## src/rtl/i2c_txn_arbiter_pkg.sv

```systemverilog
`default_nettype none
// +----------------------------------------------------------------------+
// | i2c_pkg : shared FSM encoding, response codes and rw encoding        |
// | rev 1.0                                                              |
// +----------------------------------------------------------------------+
package i2c_pkg;

   typedef enum logic [2:0] {
      ST_IDLE  = 3'd0,
      ST_ISSUE = 3'd1,
      ST_WAIT  = 3'd2,
      ST_RESP  = 3'd3
   } state_e;

   localparam logic [1:0] ERR_OK      = 2'b00;
   localparam logic [1:0] ERR_NACK    = 2'b01;
   localparam logic [1:0] ERR_TIMEOUT = 2'b10;

   localparam logic READ  = 1'b1;
   localparam logic WRITE = 1'b0;

endpackage
`default_nettype wire

```

## src/rtl/i2c_txn_arbiter_rr_arbiter.sv

```systemverilog
`default_nettype none
// +----------------------------------------------------------------------+
// | rr_arbiter : combinational round-robin pick, first request at or     |
// | above ptr_i, wrapping. rev 1.0                                       |
// +----------------------------------------------------------------------+
module rr_arbiter #(
   parameter int NUM_REQ = 4,
   parameter int IDW     = $clog2(NUM_REQ)
) (
   input  logic [NUM_REQ-1:0] req_i,
   input  logic [IDW-1:0]     ptr_i,
   output logic [NUM_REQ-1:0] grant_o,
   output logic [IDW-1:0]     idx_o,
   output logic               any_o
);

   logic [NUM_REQ-1:0] rot;
   logic [IDW:0]       sum;

   always_comb begin
      rot     = NUM_REQ'({req_i, req_i} >> ptr_i);
      sum     = '0;
      any_o   = 1'b0;
      grant_o = '0;
      // Descending scan: the last hit kept is the nearest one to ptr_i.
      for (int k = NUM_REQ - 1; k >= 0; k--) begin
         if (rot[k]) begin
            sum   = {1'b0, ptr_i} + (IDW+1)'(k);
            any_o = 1'b1;
         end
      end
      if (sum >= (IDW+1)'(NUM_REQ)) begin
         sum = sum - (IDW+1)'(NUM_REQ);
      end
      idx_o = sum[IDW-1:0];
      for (int i = 0; i < NUM_REQ; i++) begin
         grant_o[i] = any_o && (idx_o == IDW'(i));
      end
   end

endmodule
`default_nettype wire

```

## src/rtl/i2c_txn_arbiter.sv

```systemverilog
`default_nettype none
// +----------------------------------------------------------------------+
// | i2c_txn_arbiter : shares one i2c master between NUM_REQ requesters   |
// | of single-byte transactions, round-robin. rev 1.0                    |
// +----------------------------------------------------------------------+
module i2c_txn_arbiter
   import i2c_pkg::*;
#(
   parameter int NUM_REQ        = 4,
   parameter int TIMEOUT_CYCLES = 4096,
   parameter int IDW            = $clog2(NUM_REQ),
   parameter int TW             = $clog2(TIMEOUT_CYCLES) + 1
) (
   input  logic                   clk,
   input  logic                   rst,
   input  logic [NUM_REQ-1:0]     req_valid,
   output logic [NUM_REQ-1:0]     req_ready,
   input  logic [NUM_REQ-1:0]     req_rw,
   input  logic [8*NUM_REQ-1:0]   req_wdata,
   output logic [NUM_REQ-1:0]     rsp_valid,
   output logic [7:0]             rsp_rdata,
   output logic [1:0]             rsp_err,
   output logic                   m_start,
   output logic                   m_rw,
   output logic [7:0]             m_wdata,
   input  logic                   m_busy,
   input  logic                   m_done,
   input  logic                   m_nack,
   input  logic [7:0]             m_rdata,
   output logic [IDW-1:0]         grant_id,
   output logic [2:0]             state
);

   state_e              state_q, state_d;
   logic [IDW-1:0]      rr_ptr_q, rr_ptr_d;
   logic [IDW-1:0]      grant_q, grant_d;
   logic                m_rw_q, m_rw_d;
   logic [7:0]          m_wdata_q, m_wdata_d;
   logic [7:0]          rdata_q, rdata_d;
   logic [1:0]          err_q, err_d;
   logic [TW-1:0]       timer_q, timer_d;

   logic [NUM_REQ-1:0]  arb_grant;
   logic [IDW-1:0]      arb_idx;
   logic                arb_any;
   logic                accept;

   rr_arbiter #(
      .NUM_REQ (NUM_REQ),
      .IDW     (IDW)
   ) u_rr_arbiter (
      .req_i   (req_valid),
      .ptr_i   (rr_ptr_q),
      .grant_o (arb_grant),
      .idx_o   (arb_idx),
      .any_o   (arb_any)
   );

   // rst gates the accept so req_ready stays low while reset is held.
   assign accept = (state_q == ST_IDLE) && arb_any && !m_busy && rst;

   always_comb begin
      state_d   = state_q;
      rr_ptr_d  = rr_ptr_q;
      grant_d   = grant_q;
      m_rw_d    = m_rw_q;
      m_wdata_d = m_wdata_q;
      rdata_d   = rdata_q;
      err_d     = err_q;
      timer_d   = timer_q;
      req_ready = '0;
      rsp_valid = '0;
      m_start   = 1'b0;

      case (state_q)
         ST_IDLE: begin
            if (accept) begin
               req_ready = arb_grant;
               grant_d   = arb_idx;
               m_rw_d    = req_rw[arb_idx];
               m_wdata_d = req_wdata[{arb_idx, 3'b000} +: 8];
               state_d   = ST_ISSUE;
            end
         end
         ST_ISSUE: begin
            m_start = 1'b1;
            // Timer counts cycles since m_start, so the response lands
            // exactly TIMEOUT_CYCLES after the start pulse on abort.
            timer_d = TW'(1);
            state_d = ST_WAIT;
         end
         ST_WAIT: begin
            timer_d = timer_q + 1'b1;
            if (m_done) begin
               err_d   = m_nack ? ERR_NACK : ERR_OK;
               rdata_d = (m_rw_q == READ && !m_nack) ? m_rdata : 8'h00;
               state_d = ST_RESP;
            end else if (timer_q == TW'(TIMEOUT_CYCLES - 1)) begin
               err_d   = ERR_TIMEOUT;
               rdata_d = 8'h00;
               state_d = ST_RESP;
            end
         end
         ST_RESP: begin
            for (int i = 0; i < NUM_REQ; i++) begin
               rsp_valid[i] = (grant_q == IDW'(i));
            end
            rr_ptr_d = (grant_q == IDW'(NUM_REQ - 1)) ? '0 : grant_q + 1'b1;
            state_d  = ST_IDLE;
         end
         default: begin
            state_d = ST_IDLE;
         end
      endcase
   end

   always_ff @(posedge clk or negedge rst) begin
      if (!rst) begin
         state_q   <= ST_IDLE;
         rr_ptr_q  <= '0;
         grant_q   <= '0;
         m_rw_q    <= WRITE;
         m_wdata_q <= 8'h00;
         rdata_q   <= 8'h00;
         err_q     <= ERR_OK;
         timer_q   <= '0;
      end else begin
         state_q   <= state_d;
         rr_ptr_q  <= rr_ptr_d;
         grant_q   <= grant_d;
         m_rw_q    <= m_rw_d;
         m_wdata_q <= m_wdata_d;
         rdata_q   <= rdata_d;
         err_q     <= err_d;
         timer_q   <= timer_d;
      end
   end

   assign m_rw      = m_rw_q;
   assign m_wdata   = m_wdata_q;
   assign rsp_rdata = rdata_q;
   assign rsp_err   = err_q;
   assign grant_id  = grant_q;
   assign state     = state_q;

endmodule
`default_nettype wire

```

## config.mk

```make
export PLATFORM = sky130hd
export DESIGN_NAME = i2c_txn_arbiter
export DESIGN_NICKNAME = d
export VERILOG_FILES = /design/src/rtl/i2c_txn_arbiter_pkg.sv /design/src/rtl/i2c_txn_arbiter_rr_arbiter.sv /design/src/rtl/i2c_txn_arbiter.sv
export SDC_FILE = /design/constraint.sdc
export NUM_CORES = 1
export LEC_CHECK = 0
export ABC_AREA = 1
export BUFFER_PORTS_ARGS = -buffer_cell sky130_fd_sc_hd__buf_2
export CAP_MARGIN = 20
export CELL_PAD_IN_SITES_DETAIL_PLACEMENT = 1
export CELL_PAD_IN_SITES_GLOBAL_PLACEMENT = 2
export CORE_MARGIN = 5
export CORE_UTILIZATION = 27
export CTS_BUF_LIST = sky130_fd_sc_hd__clkbuf_4 sky130_fd_sc_hd__clkbuf_8
export DETAILED_ROUTE_END_ITERATION = 10
export PLACE_DENSITY = 0.91
export SYNTH_ARGS = -nofsm -noshare
export SYNTH_HDL_FRONTEND = slang
export SYNTH_SLANG_ARGS = --single-unit
```

## constraint.sdc

```tcl
create_clock -name clk -period 2.4 [get_ports clk]
set_input_delay 0 -clock clk [delete_from_list [all_inputs] [get_ports clk]]
set_output_delay 0 -clock clk [all_outputs]
set_load 0.005 [all_outputs]
```

==> results.ini <==
[yosys]
synth_edf_count=0
synth_cells=346
netlist_top_cells_area=dfrtp_1, nand2_1, nand3_1, inv_1, ha_1
yosysTopAreaCell=dfrtp_1
yosysSeqAreaShare=0.397
synth_top_area_share=0.397
synth_nets=409
yosys_register_bits=38
synth_cell_types=24
syn_area_um2=2390
synth_ff_type=dfrtp_1
synth_most_common_cell=nand2_1
synth_warnings=0
netlist_top_cells_count=nand2_1, inv_1, dfrtp_1, nand3_1, o21ai_0
async_flop_share=1.00
avgSynthCellArea_um2=6.92

[clock_tree]
clk_latency_ps=290
cts_num_sinks=38
h-tree-depth=2
postCtsSetupRepairBufs=0
cts_tree=done
cts_made_buffers=5
ctsLongestPathBuffers=2
clkTransAtPathRegs_ps=80
clock-root-buffer=clkbuf_8

[final_layout]
syn2layout_area_growth_pct=30.0
stdcell_area_um2=3110
drive_gt1_frac=0.236
final.fill_count=1155
num-nets-final=506
diodes=0

[sta]
fin_crit_ps=2120
fin_tns_setup_ps=0
rsz0062_at_grt=false
finalMaxSlewViolations=0
period_share=0.884
fmax_mhz=471
finalSetupViolations=0
hold_viol=0
clock_skew_ps=14.3

[routing]
vias_per_cell=4.52
wl_per_cell_um=12.9
antenna_left=0
dr.pass1.iters=4
vias=2497
drtIter0Drc=86
wirelength_mm=7.12
drc=0

[critical_path]
rrSetupSlack_ps=380
required_ps=2400
setup.worst_path.class=flop to primary output
worst_r2r_path_depth=11
cp_slowest_cell=dfrtp_1
rr_endpoint=timer_q[9]
critPathLaunchType=flop
path_buf_inv=3
worst_setup_path_end_kind=primary output
cpMostUsedCell=nand2_1
cp.arrival_ps=2120
worstPathCellList=inv_2, nand2_1, nand4_1, nor2_1, nand2_1, nand2_1, nor2_1, nand2_1, clkinvlp_4, nand3_1, nor2_1, buf_2
path_delay_family=simple AND/OR/NAND/NOR gates
r2r-start=state[1]
crit_fanout=12
cp_slowest_stage_delay_ps=470

[floorplanning]
io_pins=86
die_y_um=104
core_area_um2=8680
die_w_um=104
start_util=0.276
rows=34
die-area_um2=10900

[global_routing]
grt_pass1_wl_mm=12.3
met1_usage=0.162
grtUsageMet2=0.236
antenna_found_initial=0
grt_pass1_vias=2626
gr-total-overflow=0
grt.busiest_layer=met2
grt_util_all_layers=0.131
gr-usage-met3=0.0323
grt_max_degree=39

[min_path]
hold_class=input pin to flop
whs_path_depth=3
min-delay-start=m_done
hold-path-endpoint=rsp_err[0]

[power]
p_int_uw=1840
ir_drop_mv=0.336
leakage_uw=0.00183
p_comb_frac=0.587
power_density_nw_per_um2=1150
clkPwrFrac=0.125
seqPwrFrac=0.288
switching_share=0.485
switchingPower_uw=1730

[run_status]
outcome=complete, no violations

[placement]
hpwl_mm=5.64
gp_congestion=0.757
port_buffers=84
post_dp_cell_area_um2=2910

[job]
cap_viol_max_count=0

cell usage in the layout (no fill, tap or decap), types with 2 or more instances in the layout:
master,synthesis,layout
a21oi_1,7,7
buf_2,2,84
buf_4,5,6
clkbuf_8,0,5
dfrtp_1,38,36
dfrtp_2,0,2
dlygate4sd3_1,0,10
ha_1,10,10
inv_1,48,47
nand2_1,129,129
nand3_1,38,38
nand3b_1,9,9
nor2_1,20,19
nor3_1,5,5
o21ai_0,21,21
area by class of cell:
class / count / area [µm²] / share of cell area
clock buffers: 6 / 76.3 / 0.0245
clock inverters: 2 / 13.8 / 0.00442
inverters: 50 / 191 / 0.0615
multi-input cells: 248 / 1180 / 0.378
flip-flops and latches: 38 / 953 / 0.306
well taps: 108 / 135 / 0.0434
repair buffers: 100 / 566 / 0.182
cells by family after synthesis:
| kind of cell | after synthesis | share of synthesized area |
|---|---|---|
| simple gates | 204 | 0.359 |
| compound gates | 31 | 0.0700 |
| buf+inv | 60 | 0.112 |
| flops | 38 | 0.397 |
| xor+xnor | 2 | 0.00732 |
| fa+ha+maj | 10 | 0.0522 |
| other cells | 1 | 0.00157 |
per-stage QoR:
step                       util  worst slack [ps]  hold WS [ps]  std cells  power (µW)
after floorplan               -               597          -296        346        2520
after global placement    0.336               470           152        534        3060
after detailed placement  0.336               288           164        534        3150
after CTS                 0.358               143          15.9        552        3630
after global routing      0.359              14.2          41.5        552        3980
final                     0.359               278          32.1        552        3570
worst register-to-register path, stage by stage (launching register included):
cell     delay [ps]
dfrtp_2         420
inv_1            80
ha_1            380
inv_1           130
nor2_2          160
nand3_1         120
nor2_1          130
nand2_1         100
inv_1            80
nand2_1          60
o21ai_0         170
a21oi_1          60
layer usage:
layer	vias to the layer above	routed length, µm	part of all wire
met3	6	291	0.041
li1	1263	-	-
met2	44	3680	0.52
met1	1184	3090	0.43
met4	0	58	0.0081
met5	-	0	0
how the worst max path moves through the flow:
stage,startpoint,endpoint,slack (ps),cells after the start
6_report,rr_ptr_q[0],req_ready[1],280,12
3_5_place_dp,state[1],timer_q[9],290,11
2_1_floorplan,state[0],timer_q[9],600,11
5_1_grt,rr_ptr_q[0],req_ready[3],10,13
4_1_cts,rr_ptr_q[0],req_ready[3],140,13
3_3_place_gp,state[0],timer_q[9],470,11
power by group through the flow:
stage          logic (µW)  clock network (µW)  registers [µW]
6_report             2100                 447            1030
3_3_place_gp         2040                   0            1020
5_1_grt              2410                 503            1070
2_1_floorplan        1500                   0            1020
3_5_place_dp         2110                   0            1040
4_1_cts              2130                 474            1030
timing repair:
item                                    in CTS  in global routing
hold endpoints to repair                    47                  0
endpoints found under the setup margin       0                  5
gates resized for setup                      0                  4
hold buffers                                10                  0
registers in the layout, summed over array words and instances, names as in the netlist:
signal / cells
grant_id: 2
m_rw: 1
m_wdata: 8
rr_ptr_q: 2
rsp_err: 2
rsp_rdata: 8
state: 2
timer_q: 13
(Power assumes the default switching activity.)
